File: config.mk
export PLATFORM = sky130hd
export DESIGN_NAME = ota_cmd_ctrl
export DESIGN_NICKNAME = d
export VERILOG_FILES = /design/src/rtl/ota_cmd_ctrl.sv
export SDC_FILE = /design/constraint.sdc
export NUM_CORES = 1
export LEC_CHECK = 0
export BUFFER_PORTS_ARGS = -buffer_cell sky130_fd_sc_hd__buf_2
export CAP_MARGIN = 20
export CORE_MARGIN = 2
export CORE_UTILIZATION = 46
export CTS_CLUSTER_DIAMETER = 50
export CTS_CLUSTER_SIZE = 14
export DETAILED_ROUTE_END_ITERATION = 10
export PLACE_DENSITY = 0.6
export SLEW_MARGIN = 20
export SYNTH_ARGS = -nofsm -noshare
export SYNTH_HDL_FRONTEND = slang
export SYNTH_SLANG_ARGS = --single-unit
File: constraint.sdc
create_clock -name clk -period 3.35 [get_ports clk]
set_input_delay 0.5025 -clock clk [delete_from_list [all_inputs] [get_ports clk]]
set_output_delay 0.5025 -clock clk [all_outputs]
set_load 0.02 [all_outputs]
File: src/rtl/ota_cmd_ctrl.sv
// SPI command-frame sequencer: parses SYNC/OP/ARG/CHK frames, drives the status LEDs
// and commits a one-shot reboot request with an image slot, then locks until reset.
module ota_cmd_ctrl #(
   parameter int unsigned TIMEOUT_CYC  = 250000,
   parameter int unsigned REBOOT_DELAY = 1000,
   parameter logic [7:0]  PERIOD_RST   = 8'd121
) (
   input  logic       clk,
   input  logic       rst,
   input  logic [7:0] rx_data,
   input  logic       rx_valid,
   input  logic       spi_cs,
   output logic       led_verde,
   output logic       led_verm,
   output logic [1:0] boot_sel,
   output logic       boot_req,
   output logic       cmd_ok,
   output logic [7:0] err_count
);

   localparam int unsigned TW = $clog2(TIMEOUT_CYC + 1);
   localparam int unsigned DW = $clog2(REBOOT_DELAY + 1);
   localparam logic [7:0] Sync = 8'hA5;

   typedef enum logic [2:0] {
      StIdle, StGetOp, StGetArg, StGetChk, StExec, StRebootWait, StLocked
   } state_e;

   state_e      state_q, state_d;
   logic [7:0]  op_q, op_d, arg_q, arg_d;
   logic [TW-1:0] tmo_q, tmo_d;
   logic [DW-1:0] wait_q, wait_d;
   logic [1:0]  mode_q, mode_d;
   logic [7:0]  period_q, period_d;
   logic [23:0] blink_q, blink_d;
   logic        phase_q, phase_d;
   logic [1:0]  sel_q, sel_d;
   logic        ok_q, ok_d;
   logic [7:0]  err_q;
   logic        err_inc;

   always_comb begin
      state_d  = state_q;
      op_d     = op_q;
      arg_d    = arg_q;
      tmo_d    = tmo_q;
      wait_d   = wait_q;
      mode_d   = mode_q;
      period_d = period_q;
      sel_d    = sel_q;
      ok_d     = 1'b0;
      err_inc  = 1'b0;
      phase_d  = phase_q;
      if (blink_q == {period_q, 16'hFFFF}) begin
         blink_d = '0;
         phase_d = ~phase_q;
      end else begin
         blink_d = blink_q + 24'd1;
      end

      unique case (state_q)
         StIdle: begin
            tmo_d = '0;
            if (rx_valid && !spi_cs && rx_data == Sync) state_d = StGetOp;
         end
         StGetOp, StGetArg, StGetChk: begin
            // cs deassertion wins over a byte arriving in the same cycle
            if (spi_cs) begin
               state_d = StIdle;
               err_inc = 1'b1;
            end else if (rx_valid) begin
               tmo_d = '0;
               if (state_q == StGetOp) begin
                  op_d    = rx_data;
                  state_d = StGetArg;
               end else if (state_q == StGetArg) begin
                  arg_d   = rx_data;
                  state_d = StGetChk;
               end else if (rx_data == (Sync ^ op_q ^ arg_q)) begin
                  state_d = StExec;
               end else begin
                  state_d = StIdle;
                  err_inc = 1'b1;
               end
            end else if (tmo_q == TW'(TIMEOUT_CYC - 1)) begin
               state_d = StIdle;
               err_inc = 1'b1;
            end else begin
               tmo_d = tmo_q + TW'(1);
            end
         end
         StExec: begin
            state_d = StIdle;
            case (op_q)
               8'h01: begin
                  if (arg_q > 8'd3) begin
                     err_inc = 1'b1;
                  end else begin
                     mode_d  = arg_q[1:0];
                     blink_d = '0;
                     phase_d = 1'b0;
                     ok_d    = 1'b1;
                  end
               end
               8'h02: begin
                  period_d = arg_q;
                  blink_d  = '0;
                  phase_d  = 1'b0;
                  ok_d     = 1'b1;
               end
               8'h03: begin
                  if (arg_q > 8'd3) begin
                     err_inc = 1'b1;
                  end else begin
                     sel_d   = arg_q[1:0];
                     wait_d  = '0;
                     state_d = StRebootWait;
                     ok_d    = 1'b1;
                  end
               end
               8'h04:   ok_d    = 1'b1;
               default: err_inc = 1'b1;
            endcase
         end
         StRebootWait: begin
            if (wait_q == DW'(REBOOT_DELAY - 1)) state_d = StLocked;
            else                                  wait_d  = wait_q + DW'(1);
         end
         StLocked: state_d = StLocked;
         default:  state_d = StIdle;
      endcase
   end

   always_ff @(posedge clk or posedge rst) begin
      if (rst) begin
         state_q  <= StIdle;
         op_q     <= '0;
         arg_q    <= '0;
         tmo_q    <= '0;
         wait_q   <= '0;
         mode_q   <= 2'd1;
         period_q <= PERIOD_RST;
         blink_q  <= '0;
         phase_q  <= 1'b0;
         sel_q    <= '0;
         ok_q     <= 1'b0;
         err_q    <= '0;
      end else begin
         state_q  <= state_d;
         op_q     <= op_d;
         arg_q    <= arg_d;
         tmo_q    <= tmo_d;
         wait_q   <= wait_d;
         mode_q   <= mode_d;
         period_q <= period_d;
         blink_q  <= blink_d;
         phase_q  <= phase_d;
         sel_q    <= sel_d;
         ok_q     <= ok_d;
         if (err_inc && err_q != 8'hFF) err_q <= err_q + 8'd1;
      end
   end

   always_comb begin
      led_verde = 1'b0;
      led_verm  = 1'b0;
      if (state_q == StLocked) begin
         led_verde = 1'b1;
         led_verm  = 1'b1;
      end else begin
         unique case (mode_q)
            2'd0: begin led_verde = 1'b0;    led_verm = 1'b0;     end
            2'd1: begin led_verde = phase_q; led_verm = phase_q;  end
            2'd2: begin led_verde = phase_q; led_verm = ~phase_q; end
            2'd3: begin led_verde = 1'b1;    led_verm = 1'b1;     end
            default: ;
         endcase
      end
   end

   assign boot_req  = (state_q == StLocked);
   assign boot_sel  = sel_q;
   assign cmd_ok    = ok_q;
   assign err_count = err_q;

endmodule

After elaboration in Yosys (flattened, before gate mapping)

Cells that the tools add are included.

Muxes and demuxes: 43
Add/subtract/negate cells: 4
Reduce and logical (&&, ||, !) cells: 20
Equal/unequal tests: 27
Order comparisons: 1
Bitwise gates (word level): 6

Operators with widths:

| cell                    | count |
|---|---|
| $mux W24                | 3 |
| $mux W18                | 3 |
| $pmux W24 S2            | 1 |
| $pmux W18 S2            | 1 |
| $mux W10                | 3 |
| $mux W3                 | 10 |
| $add A24 B1 Y24 const B | 1 |
| $eq A24 B24 Y1          | 1 |
| $pmux W10 S2            | 1 |
| $add A18 B1 Y18 const B | 1 |
| $eq A18 B18 Y1 const B  | 1 |
| $eq A8 B2 Y1 const B    | 2 |
| $pmux W3 S5             | 1 |
| $mux W1                 | 14 |
| $ne A2 B2 Y1 const B    | 6 |
| $reduce_and A3 Y1       | 4 |
| $add A10 B1 Y10 const B | 1 |
| $eq A10 B10 Y1 const B  | 1 |
| $eq A3 B3 Y1 const B    | 3 |
| $add A8 B1 Y8 const B   | 1 |
| $eq A8 B1 Y1 const B    | 1 |
| $eq A8 B3 Y1 const B    | 1 |
| $eq A8 B8 Y1            | 1 |
| $eq A8 B8 Y1 const B    | 1 |
| other kinds (24)        | 38 |

Bits in registers: 93
Bits of input ports: 12

Longest topological paths before layout

Gate-level depths: netlist of the first run.

Depth in word-level cells: 10
Mapped depth: 8
Mapped depth without buffers: 7

Least setup slack after synthesis of the first run

Ideal clock, no wire load.

Path kind: register to register
Start point: reg op_q[5]
End point: reg wait_q[9]
Slack: 1.175 ns
Setup time: 0.120 ns
Path buffers: 0
Data required time: 3.230 ns
Cell stages (with the launch flop): 7
Arrival time: 2.055 ns
Clock period less this slack: 2.175 ns
Cell sequence: dfrtp_1 > or4_4 > nor4_4 > a31oi_4 > nor4_4 > a211oi_1 > a31o_1

Cells in the longest elaborated chain, start to end: 3

RTL lines:

| item                        | line | text |
|---|---|---|
| start, declared             | 30   | `logic [7:0] op_q, op_d, arg_q, arg_d;` |
| start signal, assigned      | 150  | `op_q <= op_d;` |
| $eq A8 B2 Y1                | 94   | `case (op_q)` |
| $ne A2 B2 Y1 (no line)      | --   |  |
| $reduce_and A4 Y1 (no line) | --   |  |
| end signal, assigned        | 153  | `wait_q <= wait_d;` |
| end, declared               | 32   | `logic [DW-1:0] wait_q, wait_d;` |

Every way passes these cells.
A chain may end at the register's enable or synchronous reset.

Final worst setup path of the first run

Start point: reg arg_q[2]
End point: reg sel_q[0] (netlist: boot_sel[0])

Cells in the longest elaborated chain, start to end: 3

RTL lines:

| item                        | line | text |
|---|---|---|
| start, declared             | 30   |  |
| start signal, assigned      | 151  | `arg_q <= arg_d;` |
| $gt A8 B2 Y1                | 112  | `if (arg_q > 8'd3) begin` |
| $not A1 Y1 (no line)        | --   |  |
| $reduce_and A3 Y1 (no line) | --   |  |
| end signal, assigned        | 158  | `sel_q <= sel_d;` |
| end, declared               | 37   | `logic [1:0] sel_q, sel_d;` |

Every way passes these cells.

==> results_dict.tcl, run 1 <==
set metrics [dict create \
    status "finished, final reports clean" \
    synth_nets 482 \
    synth_edf_count 0 \
    die_w_um 107.5 \
    final_layout_size_suffix_gt1_share_pct 18.46 \
    port_buffers 25 \
    crit_chain "or4_1 > or4b_1 > nor2_2 > mux2_2" \
    finalHoldViolCount 0 \
    netlist.area_leader.share_pct 44.15 \
    antenna_left 0 \
    muxShareOfSynthArea_pct 6.394 \
    avgSynthCellArea_um2 10.63 \
    tightest_slew_ps 797.5 \
    yosysWarningCount 0 \
    cp-start-kind "flop" \
    antenna_found_initial 0 \
    wl_per_cell_um 15.45 \
    cp_slowest_cell "or4_1" \
    p_leak_nw 2.386 \
    synthToLayoutAreaGrowth_pct 9.033 \
    cts_resized 0 \
    layout_min_cycle_time_ps 2550 \
    dr.pass1.iters 4 \
    cts_setup_buffers 0 \
    fin_tns_setup_ps 0 \
    power_density_nw_per_um2 357.2 \
    path_class "flop to flop" \
    cp-end-kind "flop" \
    wirelength_mm 9.719 \
    grt_pass1_vias 3527 \
    required_ps 3600 \
    io_pins 26 \
    syn_inst 464 \
    maxSlewViolCount 0 \
    nFillCells 949 \
    grt_max_degree 50 \
    ys_seq_area_share_pct 47.35 \
    cp_slowest_stage_delay_ps 580 \
    grt_pass1_wl_mm 17.15 \
    h-tree-depth 3 \
    critPathMaxFanout 13 \
    synth_area_leader_cell "dfrtp_1" \
    synthSimpleGateAreaFrac_pct 21.42 \
    arrival_ps 2800 \
    final_nets 506 \
    power_w 0.001921 \
    relSlewSlack_pct 46.77 \
    die_h_um 107.5 \
    synth_commonest_cells "dfrtp_1, nor2_1, xor2_1, mux2_2, nand3_1" \
    fin_util_pct 51.85 \
    clock_latency_ps 360 \
    drc 0 \
    gr-total-overflow 0 \
    initial_core_util_pct 47.55 \
    setup_viol 0 \
    synth-xor-area-share_pct 13.70 \
    place.gp.congestion 0.7948 \
    fin_worst_skew_ps 12.25 \
    rsz0062_at_grt "no" \
    grtUsageTotal_pct 18.68 \
    diodes 0 \
    path_delay_family "simple AND/OR/NAND/NOR gates" \
    ys_seq_elements 93 \
    ys_types 61 \
    dieArea_um2 11560 \
    core_um2 10370 \
    drt-vias-per-instance 5.436 \
    rows 37 \
    clk_pin_slew_ps 90 \
    cp.buffers_inverters 0 \
    clk_path_buf_depth 2 \
    cap_violations 0 \
    hold_buffers 0 \
    worst_hold_path_type "input port to async pin" \
    synth_top_family_by_area "simple AND/OR/NAND/NOR gates" \
    async_reset_ff_share_pct 100.0 \
    synthAdderAreaFrac_pct 1.522 \
    root_buffer "clkbuf_8" \
    fin_crit_sh_pct 76.11 \
    cts_tree "built" \
    yosys-top-cells-area "dfrtp_1, mux2_2, xor2_1, nor2_1, xnor2_1" \
    dr_total_vias 3419 \
    syn_area_um2 4931 \
    drt_iter0_markers 135 \
    synth.most_common_cell "dfrtp_1" \
    cts.sinks 93 \
    place_hpwl_mm 6.846 \
    vdd_drop_max_uv 229.8 \
    timing.fmax_ghz 0.3922 \
    synth_ff_type "dfrtp_1" \
    cts_buffers 9 \
    synth-compound-area-share_pct 7.054 \
]
-- logic make-up after synthesis --
family	count (synthesis)
fa+ha+maj	6
flops	93
compound gates	53
simple gates	193
xor+xnor	64
mux	28
buf+inv	27
-- worst paths after layout --
path / start / end / slack, ps / cells past startpoint
max: arg_q[2] / boot_sel[0] / 800 / 4
min: rst / blink_q[2] / 260 / 2
max reg2reg: arg_q[2] / boot_sel[0] / 800 / 4
min reg2reg: err_count[5] / err_count[5] / 490 / 1
max in group asynchronous: rst / err_count[5] / 2370 / 3
min in group clk: rx_data[7] / arg_q[7] / 430 / 2
-- layout by cell type (no fill, tap or decap), drive strengths merged, types with 4 or more instances in the layout --
cell	Yosys	final
and2	5	5
xnor3	4	4
nand4	12	12
dfrtp	87	87
or3	7	7
nor2b	5	5
buf	9	30
and3	5	5
xor2	30	30
clkbuf	8	14
nand3	28	28
a21oi	10	10
inv	10	9
nand2	21	21
nor2	68	68
nor4	7	7
xor3	4	4
xnor2	26	26
nor3b	4	4
o211ai	7	7
o21ai	19	19
ha	6	6
nor3	9	9
mux2	28	28
dfstp	6	6
-- report_power, final --
part	internal (W)	switching [W]
combinational	0.0000168	0.0000406
clock	0.000366	0.000368
sequential	0.00113	0.00000343
total	0.00151	0.000412
-- layer usage --
metal	share of wire [%]	global-route usage, %
met1	49	25.39
met2	47	29.87
met3	2.5	3.935
met4	1.2	6.136
met5	0	0
-- per-stage QoR --
stage                     cell area (um2)  setup WS [ps]  instances  hold WS [ps]
after floorplan                      4931          437.1        464         469.6
after global placement               5189          863.9        613         481.2
after detailed placement             5189          822.9        613         480.5
after CTS                            5376          797.9        629         276.9
after global routing                 5376          583.0        629         315.9
final                                5376          800.3        629         259.2
-- state kept, by name (all words and copies together), names as in the netlist, 3 cells and up --
name       cells
tmo_q         18
wait_q        10
state_q        3
period_q       8
arg_q          8
op_q           8
blink_q       24
err_count      8
-- layout make-up --
class | instances | area [um2] | share of cell area [%]
Multi-Input combinational cell | 344 | 2470 | 45.94
Sequential cell | 93 | 2335 | 43.43
Timing Repair Buffer | 30 | 175.2 | 3.258
Tap cell | 136 | 170.2 | 3.165
Clock buffer | 14 | 152.6 | 2.839
Inverter | 10 | 38.79 | 0.7214
Clock inverter | 2 | 35.03 | 0.6516
-- worst reg2reg max path, delay by kind of cell, from the launching register on --
| kind | cells | cell delay, ps |
|---|---|---|
| DFF | 1 | 410 |
| and+or+nand+nor | 3 | 1620 |
| muxes | 1 | 400 |
Power figures use the tool's default switching activity.
==> run 2: changes to the inputs <==
==> constraint.sdc (replaced) <==
create_clock -name clk -period 2.5 [get_ports clk]
set_input_delay 0.375 -clock clk [delete_from_list [all_inputs] [get_ports clk]]
set_output_delay 0.375 -clock clk [all_outputs]
set_load 0.02 [all_outputs]
==> results_dict.tcl, run 2 (same netlist as run 1, synthesis figures left out) <==
set metrics [dict create \
    status "finished, final reports clean" \
    place.gp.congestion 0.7787 \
    required_ps 2750 \
    fin_crit_sh_pct 94.70 \
    wl_per_cell_um 15.41 \
    layout_min_cycle_time_ps 2367 \
    cts_tree "built" \
    critPathMaxFanout 8 \
    cp-start-kind "flop" \
    grt_max_degree 52 \
    fin_tns_setup_ps 0 \
    dr_total_vias 3499 \
    power_density_nw_per_um2 489.3 \
    maxSlewViolCount 0 \
    dieArea_um2 11560 \
    cts.sinks 93 \
    reg2reg_slack_ps 130 \
    final_layout_size_suffix_gt1_share_pct 20.99 \
    diodes 0 \
    core_um2 10370 \
    antenna_found_initial 0 \
    tightest_slew_ps 641.0 \
    power_w 0.002693 \
    largest-register "blink_q" \
    largest_reg_flops 24 \
    grtUsageTotal_pct 18.48 \
    final_cell_mix "dfrtp_1, nor2_1, xor2_1" \
    drt-vias-per-instance 5.459 \
    dr.pass1.iters 4 \
    synthToLayoutAreaGrowth_pct 11.60 \
    cp-end-kind "flop" \
    die_w_um 107.5 \
    rows 37 \
    h-tree-depth 3 \
    worst_hold_path_type "input port to async pin" \
    clk_path_buf_depth 2 \
    top_regs "blink_q (24), tmo_q (18), wait_q (10)" \
    clock_latency_ps 360 \
    arrival_ps 2620 \
    cap_violations 0 \
    wirelength_mm 9.881 \
    grt_pass1_wl_mm 16.95 \
    fin_worst_skew_ps 15.29 \
    vdd_drop_max_uv 364.7 \
    drt_iter0_markers 118 \
    setup_viol 0 \
    clk_pin_slew_ps 100 \
    path_class "flop to flop" \
    place_hpwl_mm 7.030 \
    cts_buffers 9 \
    drc 0 \
    layout_commonest_cell "dfrtp_1" \
    timing.fmax_ghz 0.4224 \
    p_leak_nw 2.448 \
    root_buffer "clkbuf_8" \
    final_nets 518 \
    finalHoldViolCount 0 \
    port_buffers 25 \
    io_pins 26 \
    antenna_left 0 \
    gr-total-overflow 0 \
    die_h_um 107.5 \
    relSlewSlack_pct 57.11 \
    rsz0062_at_grt "no" \
    grt_pass1_vias 3516 \
    initial_core_util_pct 47.55 \
]
## run 2: cell count changes in the layout (fill, tap and decap cells not counted)
cell / change
nand2b_4: +1
bufinv_16: +1
buf_4: +11
clkbuf_1: -3
clkinv_2: -1
clkinvlp_4: +4
clkbuf_8: -1
## run 2: cell type report
cell class | count | area [um2]
clock buffer | 10 | 127.6
clock inverter | 6 | 87.58
fill | 964 | 4867
inverter | 10 | 41.29
multi-input combinational | 345 | 2484
sequential | 93 | 2335
tap | 136 | 170.2
timing repair buffer | 41 | 257.7
## run 2: timing repair
item,CTS,global route
hold buffers,0,0
gates resized for setup,0,1
setup endpoints to repair,0,23
setup buffers,0,0
hold endpoints to repair,0,0
## run 2: metrics by stage
stage / instances / hold WS [ps] / utilization [%] / setup WS, ps / area [um2]
finish: 641 / 83.31 / 53.06 / 132.5 / 5503
global route: 641 / 111.7 / 53.06 / 20.94 / 5503
CTS: 640 / 91.76 / 52.93 / 62.99 / 5489
detailed placement: 624 / 487.3 / 50.86 / 90.61 / 5274
global placement: 624 / 480.7 / 50.86 / 127.9 / 5274
floorplan: 464 / 469.6 / - / 325.1 / 4935
## run 2: critical path, cell delays in order, from the launching register on
cell and delay (ps):
dfrtp_1 450, or4b_2 680, o22ai_1 310, a211o_1 170
o211a_1 280, mux2_2 360
## run 2: final timing paths
| kind | to | start | cells past startpoint |
|---|---|---|---|
| min in group clk | arg_q[2] | rx_data[2] | 2 |
| hold / removal | blink_q[5] | rst | 2 |
| hold reg to reg | err_count[7] | err_count[7] | 1 |
| setup reg to reg | err_count[1] | arg_q[6] | 5 |
| max in group asynchronous | mode_q[0] | rst | 3 |
| setup / recovery | err_count[1] | arg_q[6] | 5 |
## run 2: routing by layer
layer  vias to the layer above  routed length [um]  global-route usage, %
met3                        14                 283                  3.571
met5                         -                   0                      0
met1                      1721                4677                  25.32
met2                        58                4777                  29.78
met4                         0                 142                  5.586
li1                       1706                   -                      -
## run 2: report_power, final
group	switching (W)	internal, W	total (W)	leakage [nW]
combinational	0.0000538	0.0000261	0.0000799	1.14
clock	0.000538	0.000562	0.00110	0.0985
sequential	0.00000488	0.00151	0.00151	1.21
